**src/rtl/match_mon_pkg.sv**
```systemverilog
// match_monitor shared types and constants.
// Slot state and default sizing for the windowed match counter.
package match_mon_pkg;

  typedef enum logic {
    SLOT_EMPTY,
    SLOT_FULL
  } slot_t;

  localparam int WINDOW_DEF  = 16;
  localparam int CNT_W_DEF   = 8;
  localparam int THRESH_DEF  = 3;
  localparam int HIT_TOTAL_W = 16;

endpackage

```
**src/rtl/match_monitor_win_timer.sv**
```systemverilog
// Enabled modulo-WINDOW timer.
// win_end flags the enabled cycle on which the window closes.
module win_timer #(
  parameter int WINDOW = 16
) (
  input  logic clk,
  input  logic rst,
  input  logic en,
  output logic win_end
);

  localparam int W = (WINDOW > 2) ? $clog2(WINDOW) : 1;
  localparam logic [W-1:0] LAST = W'(WINDOW - 1);

  logic [W-1:0] win_cnt;

  assign win_end = en && (win_cnt == LAST);

  always_ff @(posedge clk) begin
    if (rst) begin
      win_cnt <= '0;
    end else if (win_end) begin
      win_cnt <= '0;
    end else if (en) begin
      win_cnt <= win_cnt + W'(1);
    end
  end

endmodule

```
**src/rtl/match_monitor.sv**
```systemverilog
// Windowed match-event counter with a single-entry report slot.
// Reports carry count, threshold alarm and a dropped-report flag.
module match_monitor
  import match_mon_pkg::*;
#(
  parameter int WINDOW = WINDOW_DEF,
  parameter int CNT_W  = CNT_W_DEF,
  parameter int THRESH = THRESH_DEF
) (
  input  logic                   clk,
  input  logic                   rst,
  input  logic                   en,
  input  logic                   hit_i,
  output logic                   rpt_valid,
  input  logic                   rpt_ready,
  output logic [CNT_W-1:0]       rpt_count,
  output logic                   rpt_alarm,
  output logic                   rpt_overrun,
  output logic [HIT_TOTAL_W-1:0] hit_total
);

  localparam logic [CNT_W-1:0] CMAX = '1;
  localparam logic [CNT_W-1:0] TH   = CNT_W'(THRESH);

  logic             hit_q;
  logic             ev;
  logic             win_end;
  logic             accept;
  logic             ovf_pend;
  logic [CNT_W-1:0] cnt;
  logic [CNT_W-1:0] fin;
  slot_t            state;

  win_timer #(
    .WINDOW (WINDOW)
  ) u_timer (
    .clk     (clk),
    .rst     (rst),
    .en      (en),
    .win_end (win_end)
  );

  assign ev     = hit_i & ~hit_q & en;
  assign fin    = (ev && cnt != CMAX) ? cnt + CNT_W'(1) : cnt;
  assign accept = (state == SLOT_FULL) & rpt_ready;

  assign rpt_valid = (state == SLOT_FULL);

  always_ff @(posedge clk) begin
    if (rst) begin
      hit_q     <= 1'b0;
      cnt       <= '0;
      hit_total <= '0;
    end else begin
      hit_q     <= hit_i;
      hit_total <= hit_total + HIT_TOTAL_W'(ev);
      if (win_end) begin
        cnt <= '0;
      end else begin
        cnt <= fin;
      end
    end
  end

  always_ff @(posedge clk) begin
    if (rst) begin
      state       <= SLOT_EMPTY;
      ovf_pend    <= 1'b0;
      rpt_count   <= '0;
      rpt_alarm   <= 1'b0;
      rpt_overrun <= 1'b0;
    end else begin
      unique case (state)
        SLOT_EMPTY: begin
          if (win_end) begin
            state       <= SLOT_FULL;
            rpt_count   <= fin;
            rpt_alarm   <= (fin >= TH);
            rpt_overrun <= ovf_pend;
            ovf_pend    <= 1'b0;
          end
        end
        SLOT_FULL: begin
          // Accept on the window-end cycle frees room for the new report.
          if (win_end && accept) begin
            rpt_count   <= fin;
            rpt_alarm   <= (fin >= TH);
            rpt_overrun <= ovf_pend;
            ovf_pend    <= 1'b0;
          end else if (win_end) begin
            ovf_pend <= 1'b1;
          end else if (accept) begin
            state <= SLOT_EMPTY;
          end
        end
        default: state <= SLOT_EMPTY;
      endcase
    end
  end

endmodule

```
**config.mk**
```make
export PLATFORM = sky130hd
export DESIGN_NAME = match_monitor
export DESIGN_NICKNAME = d
export VERILOG_FILES = /design/src/rtl/match_mon_pkg.sv /design/src/rtl/match_monitor_win_timer.sv /design/src/rtl/match_monitor.sv
export SDC_FILE = /design/constraint.sdc
export NUM_CORES = 1
export LEC_CHECK = 0
export CAP_MARGIN = 20
export CORE_MARGIN = 3
export CORE_UTILIZATION = 30
export DETAILED_ROUTE_END_ITERATION = 12
export GPL_ROUTABILITY_DRIVEN = 0
export PLACE_DENSITY = 0.52
export SKIP_CTS_REPAIR_TIMING = 1
export SYNTH_ARGS = -nofsm -noshare
export SYNTH_HDL_FRONTEND = slang
export SYNTH_SLANG_ARGS = --single-unit
```
**constraint.sdc**
```tcl
create_clock -name clk -period 2.3 [get_ports clk]
set_input_delay 0.345 -clock clk [delete_from_list [all_inputs] [get_ports clk]]
set_output_delay 0.345 -clock clk [all_outputs]
set_load 0.005 [all_outputs]
```
After elaboration in Yosys (flattened, before gate mapping)
Index checks and enable logic that the tools add are counted.
Storage, ports and cells
  register bits after elaboration: 41
  input port bits: 5
  output and inout port bits: 27
  word-level logic and storage cells: 48
Operators by class
  add/sub/neg operators: 3
  magnitude comparators: 1
  eq/ne operators: 5
  mux-type cells: 19
  bitwise logic cells: 5
  reductions and logical operators: 6
Operator list (count)
  $mux W8: 3
  $add A16 B1 Y16: 1
  $pmux W8 S2: 1
  $mux W1: 11
  $add A8 B1 Y8 const B: 1
  $ge A8 B2 Y1 const B: 1
  $ne A8 B8 Y1 const B: 1
  $pmux W1 S2: 4
  $add A4 B1 Y4 const B: 1
  $eq A4 B4 Y1 const B: 1
  $reduce_and A2 Y1: 2
  $and A1 B1 Y1: 3
  $logic_and A1 B1 Y1: 3
  $ne A3 B2 Y1 const B: 1
  $ne A2 B1 Y1 const B: 1
  $ne A2 B2 Y1 const B: 1
  $not A1 Y1: 2
  $reduce_or A2 Y1: 1

Depth between registers and ports, before layout
  depth after elaboration: 8
  depth in mapped cells: 9

By module
Synthesis repeated with hierarchy kept, for this count alone.
Unflattened totals
  cell total of the unflattened synthesis: 193
  area total of the unflattened synthesis: 1735.4 um^2
Modules (own cells, without submodules)
  match_monitor: times used 1, cells each 176, area each 1561.5 um^2, sequential area each 740.7 um^2
  win_timer: times used 1, cells each 17, area each 173.9 um^2, sequential area each 80.1 um^2

Worst setup path after synthesis
Ideal clock, no wire load.
  path type: input -> register
  start point: in en
  end point: reg hit_total[14]
  setup time: 0.128 ns
  arrival: 1.686 ns
  required time: 2.172 ns
  setup slack: 0.486 ns
  stages: 9
  path buffers: 2
  cell sequence: buf_6 > and3b_4 > buf_6 > ha_1 > ha_1 > and4_1 > nor2b_1 > xnor2_1 > nor2_1
Between the ends
  cells in the longest elaborated chain, start to end: 2
Ends and longest elaborated chain
  from (decl): line match_monitor.sv:12  | input logic en,
  $and A1 B1 Y1: line match_monitor.sv:43  | assign ev = hit_i & ~hit_q & en;
  $add A16 B1 Y16: line match_monitor.sv:56  | hit_total <= hit_total + HIT_TOTAL_W'(ev);
  to (signal assigned): line match_monitor.sv:56
  to (decl): line match_monitor.sv:19  | output logic [HIT_TOTAL_W-1:0] hit_total
No other way between the ends.
A chain may end at the register's enable or synchronous reset.

Final worst setup path
  start point: in en
  end point: reg hit_total[13]
The elaborated chain is that of the path after synthesis.

==> impl_metrics.tcl <==
set metrics [dict create \
    reg2reg_slack_ns 0.53 \
    dpl_cell_area_um2 2190 \
    cts.clk_slew.worst_paths_ns 0.08 \
    finalPower_mw 1.37 \
    tritoncts.num_buffers 5 \
    cp.arrival_ns 2.09 \
    async_flop_share 0 \
    cts_tree "done" \
    first_global_vias 1230 \
    seq_area_um2 821 \
    synth_ff_type "dfxtp_1" \
    fin_crit_sh 0.814 \
    antenna_left 0 \
    drc 0 \
    clock_latency_ns 0.28 \
    grt_start_max_net_pins 31 \
    dp.cells 290 \
    cts.sink_count 41 \
    hold_viol 0 \
    yosysWarnings 0 \
    slowest_delay_ns 0.47 \
    p_leak_nw 0.836 \
    cp-start-kind "primary input" \
    cap_violations 0 \
    cp_max_fo 8 \
    port_buffers 31 \
    final_cells 298 \
    routedWlPerCell_um 11.7 \
    htreeDepth 2 \
    met3_length_um 117 \
    core_area_um2 5640 \
    first_pass_iters 4 \
    first_iter_violations 99 \
    hpwl_um 2450 \
    final_area_um2 2310 \
    multiInputGateArea_um2 900 \
    gr-usage-all-layers 0.103 \
    maxSlewViolCount 0 \
    ys_seq_area_frac 0.458 \
    grt_pass1_wl_um 5890 \
    die_area_um2 6940 \
    slew_headroom 0.669 \
    area_growth_syn_to_layout_pct 28.8 \
    routed_wl_um 3480 \
    final_layout_size_suffix_gt1_frac 0.106 \
    whs_ns 0.458 \
    die_h_um 83.3 \
    final_core_util 0.409 \
    syn_inst 188 \
    fin_tns_setup_ns 0 \
    wl_met2_um 1560 \
    antenna_found_initial 0 \
    grt-ovfl-total 0 \
    fmax_ghz 0.534 \
    ys_types 36 \
    power.density_nw_per_um2 594 \
    syn_area_um2 1790 \
    fin_ws_ns 0.429 \
    via_count 1367 \
    yosys_register_bits 41 \
    n_antenna_cell 0 \
    vias_per_cell 4.59 \
    setup_viol 0 \
    routedLengthMet1_um 1770 \
    ctsLongestPathBuffers 2 \
    start_util 0.318 \
    row_count 27 \
    rsz0062_at_grt "no" \
    tightest_slew_ns 0.496 \
    finalClockSkew_ns 0.00468 \
    end_kind "flip-flop" \
    nNetsFinal 234 \
    root_buffer "clkbuf_8" \
    dieWidth_um 83.3 \
    hp-class "flip-flop to flip-flop" \
    synth_edf_count 0 \
    irDropWorstVdd_mv 0.372 \
    top_layer_used "met4" \
    status "completed" \
    syn_area_per_cell_um2 9.53 \
    critPathRequiredTime_ns 2.52 \
    crit_chain "clkdlybuf4s50_1, and3b_4, ha_1, and3_1, nand3_1, or3_1, a21oi_1" \
    post-place-ws_ns 0.113 \
    ios 32 \
    worstSetupPathType "primary input to flip-flop" \
    n_fill_cell 565 \
    fin_crit_ns 1.87 \
    critPathSlowestCell "clkdlybuf4s50_1" \
    syn-num-nets 197 \
]
power by group:
group	internal, mW	total (mW)	switching (mW)
logic	0.0270	0.0551	0.0282
clock network	0.354	0.591	0.237
registers	0.718	0.725	0.00700
total	1.10	1.37	0.272
cells by family (layout without fill, tap and decap cells):
kind of cell             after synthesis  count (layout)  share of synthesized area
AND/OR/NAND/NOR                       80              80                      0.240
flip-flops                            41              41                      0.458
AO/OA/AOI/OAI                         24              24                     0.0971
XOR/XNOR                              18              18                     0.0922
buffers and inverters                 13              51                     0.0398
multiplexers                           8               8                     0.0454
adder cells (fa/ha/maj)                4               4                     0.0279
flip-flops by register name, indices dropped and copies added, names as in the netlist:
| name | flops |
|---|---|
| cnt | 8 |
| rpt_count | 8 |
| u_timer.win_cnt | 4 |
| rpt_alarm | 1 |
| rpt_valid | 1 |
| hit_total | 16 |
| rpt_overrun | 1 |
| ovf_pend | 1 |
| hit_q | 1 |
area by class of cell:
type / count / area share
repair buffers: 38 / 0.157
flip-flops and latches: 41 / 0.356
multi-input cells: 134 / 0.390
inverters: 5 / 0.00813
well taps: 72 / 0.0390
clock buffers: 7 / 0.0374
clock inverters: 1 / 0.0130
placed cells by master (no fill, tap or decap), drive strengths merged, types with 2 or more instances in the layout:
| cell | count |
|---|---|
| nor2 | 32 |
| a31oi | 3 |
| buf | 7 |
| clkbuf | 7 |
| xor2 | 10 |
| a211oi | 6 |
| nor2b | 9 |
| or3 | 3 |
| mux2i | 7 |
| nand2b | 3 |
| o21ai | 5 |
| ha | 4 |
| inv | 5 |
| nand3 | 8 |
| o2111a | 2 |
| and3 | 8 |
| nand4 | 5 |
| a21oi | 6 |
| and4 | 2 |
| nand2 | 6 |
| xnor2 | 8 |
| dfxtp | 41 |
| clkdlybuf4s50 | 31 |
per-layer routing:
| metal | global-route usage | up-vias |
|---|---|---|
| met2 | 0.166 | 24 |
| met5 | 0 | - |
| met4 | 0.0357 | 0 |
| met1 | 0.135 | 618 |
| li1 | - | 723 |
| met3 | 0.0248 | 2 |
synth_stat cells (4+ instances only):
master | instances | area, um2
a211oi_1 | 5 | 37.5
xnor2_1 | 7 | 61.3
nand4_1 | 4 | 25.0
mux2i_1 | 7 | 70.1
o21ai_0 | 4 | 20.0
xor2_1 | 10 | 87.6
clkbuf_1 | 4 | 15.0
a21oi_1 | 6 | 30.0
and3_1 | 5 | 31.3
nor2_1 | 31 | 116
ha_1 | 4 | 50.1
nand2_1 | 6 | 22.5
nor2b_1 | 9 | 56.3
inv_1 | 5 | 18.8
dfxtp_1 | 41 | 821
nand3_1 | 8 | 40.0
critical path, delay by kind of cell:
family | cells | cell delay [ns]
simple gates | 4 | 0.96
buf+inv | 1 | 0.47
fa+ha+maj | 1 | 0.16
compound gates | 1 | 0.14
worst paths after layout:
path / to / depth (start not counted) / start
max: hit_total[13] / 7 / en
min: ovf_pend / 2 / ovf_pend
max reg2reg: rpt_alarm / 6 / cnt[0]
min reg2reg: ovf_pend / 2 / ovf_pend
(Power assumes the default switching activity.)
